## src/rtl/shake_pad_packer_if.sv

```systemverilog
// Serial message input and lane output handshake of the SHAKE256 pad/pack stage.
// SHAKE_PAD_LEN_CNT_EN adds the msg_bits length counter output.
interface shake_pad_packer_if #(
    parameter int LANE_W = 64,
    parameter int LEN_W  = 32
);
    logic              serial_in;
    logic              in_valid;
    logic              msg_end;
    logic              in_ready;
    logic [LANE_W-1:0] word_out;
    logic              word_valid;
    logic              word_ready;
    logic [4:0]        word_idx;
    logic              block_last;
    logic              msg_done;
`ifdef SHAKE_PAD_LEN_CNT_EN
    logic [LEN_W-1:0]  msg_bits;
`endif

    modport master (
        output serial_in, in_valid, msg_end, word_ready,
        input  in_ready, word_out, word_valid, word_idx, block_last, msg_done
`ifdef SHAKE_PAD_LEN_CNT_EN
        , input msg_bits
`endif
    );

    modport slave (
        input  serial_in, in_valid, msg_end, word_ready,
        output in_ready, word_out, word_valid, word_idx, block_last, msg_done
`ifdef SHAKE_PAD_LEN_CNT_EN
        , output msg_bits
`endif
    );
endinterface

```

## src/rtl/shake_pad_packer.sv

```systemverilog
// Packs a serial message LSB-first into 64-bit lanes and appends SHAKE256 suffix + pad10*1
// at rate 1088. Optional accepted-bit counter enabled by macro SHAKE_PAD_LEN_CNT_EN.
module shake_pad_packer #(
    parameter int LANE_W     = 64,
    parameter int RATE_LANES = 17,
    parameter int LEN_W      = 32
) (
    input  logic               clk,
    input  logic               rst_n,
    shake_pad_packer_if.slave  bus
);
    localparam int RATE_BITS = LANE_W * RATE_LANES;
    localparam int PTR_W     = $clog2(LANE_W) + 1;
    localparam int IDX_W     = 5;
    localparam int ABS_W     = 6;
    localparam int PW        = 12;

    typedef enum logic [1:0] {ABSORB, EMIT, PAD, PADEMIT} state_t;

    state_t            state_reg;
    logic [LANE_W-1:0] lane_reg;
    logic [PTR_W-1:0]  ptr_reg;
    logic [IDX_W-1:0]  idx_reg;
    logic              extra_reg;
    logic              word_valid_reg;
    logic              msg_done_reg;
    logic              in_ready_reg;
    logic [PW-1:0]     pad_pos_reg;
    logic              pad_long_reg;

    logic              bit_acc;
    logic              end_acc;
    logic [PTR_W-1:0]  ptr_inc;
    logic [PW-1:0]     p_abs;
    logic              long_c;
    logic [ABS_W-1:0]  cur_abs;
    logic [ABS_W-1:0]  next_abs;
    logic [ABS_W-1:0]  last_abs;
    logic              idx_wrap;
    logic [IDX_W-1:0]  idx_inc;
    logic [ABS_W-1:0]  mask_abs;
    logic [PW-1:0]     mask_base;
    logic [PW-1:0]     mask_p;
    logic [PW-1:0]     mask_end;
    logic              mask_long;
    logic [LANE_W-1:0] pad_mask;

    assign bit_acc  = in_ready_reg & bus.in_valid;
    assign end_acc  = in_ready_reg & bus.msg_end;
    assign ptr_inc  = ptr_reg + PTR_W'(bit_acc);

    // Message position within the current block; 1088 means a full final lane at index 16.
    assign p_abs    = PW'(idx_reg) * PW'(LANE_W) + PW'(ptr_reg);
    assign long_c   = (p_abs + PW'(6)) > PW'(RATE_BITS);

    // Lane index counted from the start of the block holding the message end (0..33).
    assign cur_abs  = ABS_W'(idx_reg) + (extra_reg ? ABS_W'(RATE_LANES) : ABS_W'(0));
    assign next_abs = cur_abs + ABS_W'(1);
    assign last_abs = pad_long_reg ? ABS_W'(2 * RATE_LANES - 1) : ABS_W'(RATE_LANES - 1);
    assign idx_wrap = (idx_reg == IDX_W'(RATE_LANES - 1));
    assign idx_inc  = idx_wrap ? '0 : idx_reg + IDX_W'(1);

    // PAD completes the current lane; PADEMIT precomputes the lane after the handshake.
    assign mask_abs  = (state_reg == PAD) ? ABS_W'(idx_reg) : next_abs;
    assign mask_p    = (state_reg == PAD) ? p_abs : pad_pos_reg;
    assign mask_long = (state_reg == PAD) ? long_c : pad_long_reg;
    assign mask_base = PW'(mask_abs) * PW'(LANE_W);
    assign mask_end  = mask_long ? PW'(2 * RATE_BITS - 1) : PW'(RATE_BITS - 1);

    genvar gi;
    generate
        for (gi = 0; gi < LANE_W; gi++) begin : g_pad
            logic [PW-1:0] pos;
            assign pos = mask_base + PW'(gi);
            assign pad_mask[gi] = ((pos >= mask_p) && (pos < mask_p + PW'(5))) ||
                                  (pos == mask_end);
        end
    endgenerate

`ifdef SHAKE_PAD_LEN_CNT_EN
    logic [LEN_W-1:0] bits_reg;

    always_ff @(posedge clk or negedge rst_n) begin
        if (!rst_n) begin
            bits_reg <= '0;
        end else if (state_reg == PADEMIT && msg_done_reg && bus.word_ready) begin
            bits_reg <= '0;
        end else if (bit_acc) begin
            bits_reg <= bits_reg + LEN_W'(1);
        end
    end

    assign bus.msg_bits = bits_reg;
`endif

    always_ff @(posedge clk or negedge rst_n) begin
        if (!rst_n) begin
            state_reg      <= ABSORB;
            lane_reg       <= '0;
            ptr_reg        <= '0;
            idx_reg        <= '0;
            extra_reg      <= 1'b0;
            word_valid_reg <= 1'b0;
            msg_done_reg   <= 1'b0;
            in_ready_reg   <= 1'b1;
            pad_pos_reg    <= '0;
            pad_long_reg   <= 1'b0;
        end else begin
            case (state_reg)
                ABSORB: begin
                    if (bit_acc) begin
                        lane_reg[ptr_reg[PTR_W-2:0]] <= bus.serial_in;
                        ptr_reg                      <= ptr_inc;
                    end
                    if (end_acc) begin
                        state_reg    <= PAD;
                        in_ready_reg <= 1'b0;
                    end else if (ptr_inc == PTR_W'(LANE_W)) begin
                        state_reg      <= EMIT;
                        in_ready_reg   <= 1'b0;
                        word_valid_reg <= 1'b1;
                    end
                end
                EMIT: begin
                    if (bus.word_ready) begin
                        state_reg      <= ABSORB;
                        in_ready_reg   <= 1'b1;
                        word_valid_reg <= 1'b0;
                        lane_reg       <= '0;
                        ptr_reg        <= '0;
                        idx_reg        <= idx_inc;
                    end
                end
                PAD: begin
                    lane_reg       <= lane_reg | pad_mask;
                    pad_pos_reg    <= p_abs;
                    pad_long_reg   <= long_c;
                    extra_reg      <= 1'b0;
                    msg_done_reg   <= ~long_c & idx_wrap;
                    word_valid_reg <= 1'b1;
                    state_reg      <= PADEMIT;
                end
                PADEMIT: begin
                    if (bus.word_ready) begin
                        if (msg_done_reg) begin
                            state_reg      <= ABSORB;
                            in_ready_reg   <= 1'b1;
                            word_valid_reg <= 1'b0;
                            msg_done_reg   <= 1'b0;
                            lane_reg       <= '0;
                            ptr_reg        <= '0;
                            idx_reg        <= '0;
                        end else begin
                            lane_reg     <= pad_mask;
                            idx_reg      <= idx_inc;
                            msg_done_reg <= (next_abs == last_abs);
                            if (idx_wrap) begin
                                extra_reg <= 1'b1;
                            end
                        end
                    end
                end
                default: begin
                    state_reg <= ABSORB;
                end
            endcase
        end
    end

    assign bus.in_ready   = in_ready_reg;
    assign bus.word_out   = lane_reg;
    assign bus.word_valid = word_valid_reg;
    assign bus.word_idx   = idx_reg;
    assign bus.msg_done   = msg_done_reg;
    assign bus.block_last = (idx_reg == IDX_W'(RATE_LANES - 1)) & word_valid_reg;
endmodule

```

## src/flat_wrapper.sv

```systemverilog
// flat-port wrapper written by rule: the top's interface ports become plain ports
module shake_pad_packer_flat 
#(
    parameter int LANE_W     = 64,
    parameter int RATE_LANES = 17,
    parameter int LEN_W      = 32
)
  (clk, rst_n, bus_serial_in, bus_in_valid, bus_msg_end, bus_word_ready, bus_in_ready, bus_word_out, bus_word_valid, bus_word_idx, bus_block_last, bus_msg_done);
  shake_pad_packer_if #(.LANE_W(LANE_W), .LEN_W(LEN_W)) bus_i ();
  input  logic clk;
  input  logic rst_n;
  input wire logic [$bits(bus_i.serial_in)-1:0] bus_serial_in;
  input wire logic [$bits(bus_i.in_valid)-1:0] bus_in_valid;
  input wire logic [$bits(bus_i.msg_end)-1:0] bus_msg_end;
  input wire logic [$bits(bus_i.word_ready)-1:0] bus_word_ready;
  output wire logic [$bits(bus_i.in_ready)-1:0] bus_in_ready;
  output wire logic [$bits(bus_i.word_out)-1:0] bus_word_out;
  output wire logic [$bits(bus_i.word_valid)-1:0] bus_word_valid;
  output wire logic [$bits(bus_i.word_idx)-1:0] bus_word_idx;
  output wire logic [$bits(bus_i.block_last)-1:0] bus_block_last;
  output wire logic [$bits(bus_i.msg_done)-1:0] bus_msg_done;
  assign bus_i.serial_in = bus_serial_in;
  assign bus_i.in_valid = bus_in_valid;
  assign bus_i.msg_end = bus_msg_end;
  assign bus_i.word_ready = bus_word_ready;
  assign bus_in_ready = bus_i.in_ready;
  assign bus_word_out = bus_i.word_out;
  assign bus_word_valid = bus_i.word_valid;
  assign bus_word_idx = bus_i.word_idx;
  assign bus_block_last = bus_i.block_last;
  assign bus_msg_done = bus_i.msg_done;
  shake_pad_packer #(.LANE_W(LANE_W), .RATE_LANES(RATE_LANES), .LEN_W(LEN_W)) u_core (.clk(clk), .rst_n(rst_n), .bus(bus_i));
endmodule
```

## config.mk

```make
export PLATFORM = sky130hd
export DESIGN_NAME = shake_pad_packer_flat
export DESIGN_NICKNAME = d
export VERILOG_FILES = /design/src/rtl/shake_pad_packer_if.sv /design/src/rtl/shake_pad_packer.sv /design/src/flat_wrapper.sv
export SDC_FILE = /design/constraint.sdc
export NUM_CORES = 1
export LEC_CHECK = 0
export BUFFER_PORTS_ARGS = -buffer_cell sky130_fd_sc_hd__buf_4
export CORE_MARGIN = 3
export CORE_UTILIZATION = 45
export CTS_CLUSTER_DIAMETER = 150
export DETAILED_ROUTE_END_ITERATION = 10
export PLACE_DENSITY = 0.76
export REMOVE_ABC_BUFFERS = 1
export SLEW_MARGIN = 15
export SYNTH_ARGS = -nofsm -noshare
export SYNTH_HDL_FRONTEND = slang
export SYNTH_SLANG_ARGS = --single-unit
```

## constraint.sdc

```tcl
create_clock -name clk -period 5.1 [get_ports clk]
set_clock_uncertainty 0.1 [all_clocks]
set_input_delay 0.255 -clock clk [delete_from_list [all_inputs] [get_ports clk]]
set_output_delay 0.255 -clock clk [all_outputs]
set_load 0.005 [all_outputs]
```

==> metrics.md <==
| Metric | Value |
|---|---|
| Port bufs | `approximately 80` |
| Setup TNS | `0 ns` |
| Post-DP HPWL | `roughly 25 mm` |
| Die Ht | `144 um` |
| Max FO, Critical Path | `45` |
| Crit path launch | `u_core.state_reg[1]` |
| Worst setup SP type | `register` |
| Critical Path, Cell by Cell | `buf_6 > and3b_1 > a21oi_4 > inv_2 > nand2_1 > nor3_1 > nand2_1 > nor4_1 > xnor2_1 > ha_1 > nand4_1 > or2_2 > a211oi_1 > o211ai_1 > o31ai_1 > o311ai_0` |
| Core Area | `18300 um2` |
| Top cells by area, synth | `dfrtp_1 (28%), a21oi_1 (10%), o21ai_0 (6.0%)` |
| Initial Util | `a little under half` |
| Mux cell area share after synthesis | `3.56%` |
| Top_reg_cell synth | `dfrtp_1` |
| RSZ-0062 raised after global routing | `false` |
| FP Rows | `slightly below 50` |
| CP most frequent cell | `nand2_1` |
| Clock-pin slew of the registers on the worst-case setup and hold paths | `0.07 ns` |
| Hold path start | `bus_word_ready` |
| Initial antenna violation count | `1` |
| Vias in the first global route | `8955` |
| All-Layer GR Usage | `34.0%` |
| #FFs+latches synth | `95` |
| Post-Synth XOR/XNOR Area | `around 1.7%` |
| Area growth syn-to-layout | `13.3%` |
| CTS Sinks | `between 90 and 100` |
| CP endpoint kind | `register` |
| Post-layout minimum cycle time | `4.76 ns` |
| Max stage delay on crit path | `0.50 ns` |
| Final setup viols | `0` |
| Post-layout util | `52.8%` |
| Iteration-0 DRC Markers | `1580` |
| Post-synth EDFFs | `0` |
| Worst Path Arrival | `between 4 and 5 ns` |
| Final hold violations | `0` |
| Root Driver | `clkbuf_16` |
| Crit Path Category | `register to register` |
| Final ANT Viol Nets | `0` |
| Main combinational cell family by area after synthesis | `compound AO/OA/AOI/OAI gates` |
| Full die area | `around 20000 um2` |
| First-pass GRT wire length | `around 54 mm` |
| Final Wtd Congestion | `about 1.1` |
| Worst skew pair latency | `0.36 ns` |
| Asr flop ratio synth | `100%` |
| Status | `finished, final reports clean` |
| Via/cell ratio | `6.94` |
| Synthesized area | `8510 um2` |
| Most common cell after layout, fill and taps aside | `a21oi_1` |
| CTS buffer count | `9` |
| Via count | `9832` |
| Worst Max-Slew Pin Slew | `1.12 ns` |
| GRT overflow | `0` |
| Worst flop-to-flop path startpoint | `u_core.state_reg[1]` |
| Largest net degree at the start of global routing | `64` |
| Routed wire length | `35.6 mm` |
| Required @ worst endpoint | `5.17 ns` |
| # nets final | `1216` |
| Register area share after synthesis | `27.9%` |
| Wirelength per Cell | `approximately 25 um` |
| Share of cells above drive strength 1 | `between 15 and 20%` |
| Clk buf depth | `2` |
| I/O pins | `79` |
| HP Class | `input pin to register` |
| Residual DRC | `0` |
| Max cap viols | `0` |
| Drt pass-1 iters | `8` |
| Compound-Gate Fraction of Synth Area | `a little over a third` |
| Commonest non-fill, non-tap cells in the layout | `a21oi_1 (169), buf_4 (119), nand2_1 (113), nor2_1 (112), o21ai_0 (102)` |
| Die width | `between 100 and 150 um` |
| Yosys warning count | `0` |
| Area share of and/or/nand/nor cells after synthesis | `approximately 22%` |
| CTS tree | `yes` |
| Max-slew violations | `0` |
| Post CTS Setup Buffer Count | `0` |
| Area share of the largest cell type after synthesis | `27.6%` |
| Slowest cell on the critical path | `o31ai_1` |
| Syn_area_per_cell | `7.49 um2` |
| Cell variety after synth | `93` |
| Area leader, netlist | `dfrtp_1` |
| Period utilization | `roughly 93%` |
| Post-Synth Adder-Cell Area | `3.97%` |
| Syn Inst Count | `around 1100` |
| WHS | `0.106 ns` |
| Fmax | `approximately 0.21 GHz` |
| Slew margin rel. | `25.0%` |
| CTS H-tree lvls | `3` |
| Ant diodes | `0` |
## area by class of cell
class	instances	area, um2
Clock buffer	11	233
Sequential cell	95	2380
Timing Repair Buffer	121	915
Fill cell	1801	8630
Clock inverter	5	33.8
Multi-Input combinational cell	923	5670
Tap cell	229	287
Inverter	33	124
## worst max-delay path: cells and delay by family (launching register included)
family                     cells  cell delay (ns)
and+or+nand+nor                7             1.58
buffers and inverters          2             0.43
adders and majority gates      1             0.32
AOI/OAI and AO/OA              5             1.54
DFF                            1             0.48
xor gates and xnor gates       1             0.11
## path summary, 6_finish.rpt
path,endpoint,slack [ns],cells past startpoint
max,register,0.34,16
min,u_core.bus.word_idx[1],0.11,3
max reg2reg,register,0.34,16
min reg2reg,register,0.41,1
max in group asynchronous,u_core.bus.in_ready,3.47,3
min in group asynchronous,async pin,0.45,2
## through the flow
step | instance area, um2 | setup WS (ns) | cells
floorplan | 8150 | -1.44 | 1051
global placement | 9360 | 0.546 | 1400
detailed placement | 9360 | 0.441 | 1400
CTS | 9640 | 0.386 | 1417
global route | 9640 | 0.0615 | 1417
finish | 9640 | 0.337 | 1417
## kinds of logic (layout without fill, tap and decap cells)
| logic type | count (synthesis) | in the layout |
|---|---|---|
| compound gates | 473 | 473 |
| xor+xnor | 16 | 16 |
| fa+ha+maj | 27 | 27 |
| buf+inv | 119 | 170 |
| flops | 95 | 95 |
| mux | 21 | 21 |
| simple gates | 386 | 386 |
## cell usage after synthesis, types with 12 or more instances
cell,instances
a21oi_1,170
nand2_1,113
nor2_1,113
o21ai_0,102
dfrtp_1,94
clkbuf_1,63
nand3_1,38
inv_1,30
nor3_1,30
ha_1,27
a31oi_1,26
o22ai_1,17
nand4_1,15
o211ai_1,14
o221ai_1,14
a211oi_1,13
o31ai_1,13
a32oi_1,12
## layer usage
metal | part of all wire [%] | vias to the layer above | GRT usage, %
met4 | 4.1 | 0 | 13.6
met5 | 0 | - | 0
met3 | 13 | 128 | 9.15
li1 | - | 4364 | -
met1 | 42 | 4625 | 49.2
met2 | 41 | 715 | 47.9
## timing repair
action	in CTS	in global routing
resized for setup	0	1
hold buffers	1	0
setup endpoints to repair	0	4
endpoints found under the hold margin	61	0
Power is not shown: default switching activity piles up to over one toggle a cycle in this logic, so the estimate is an artifact.
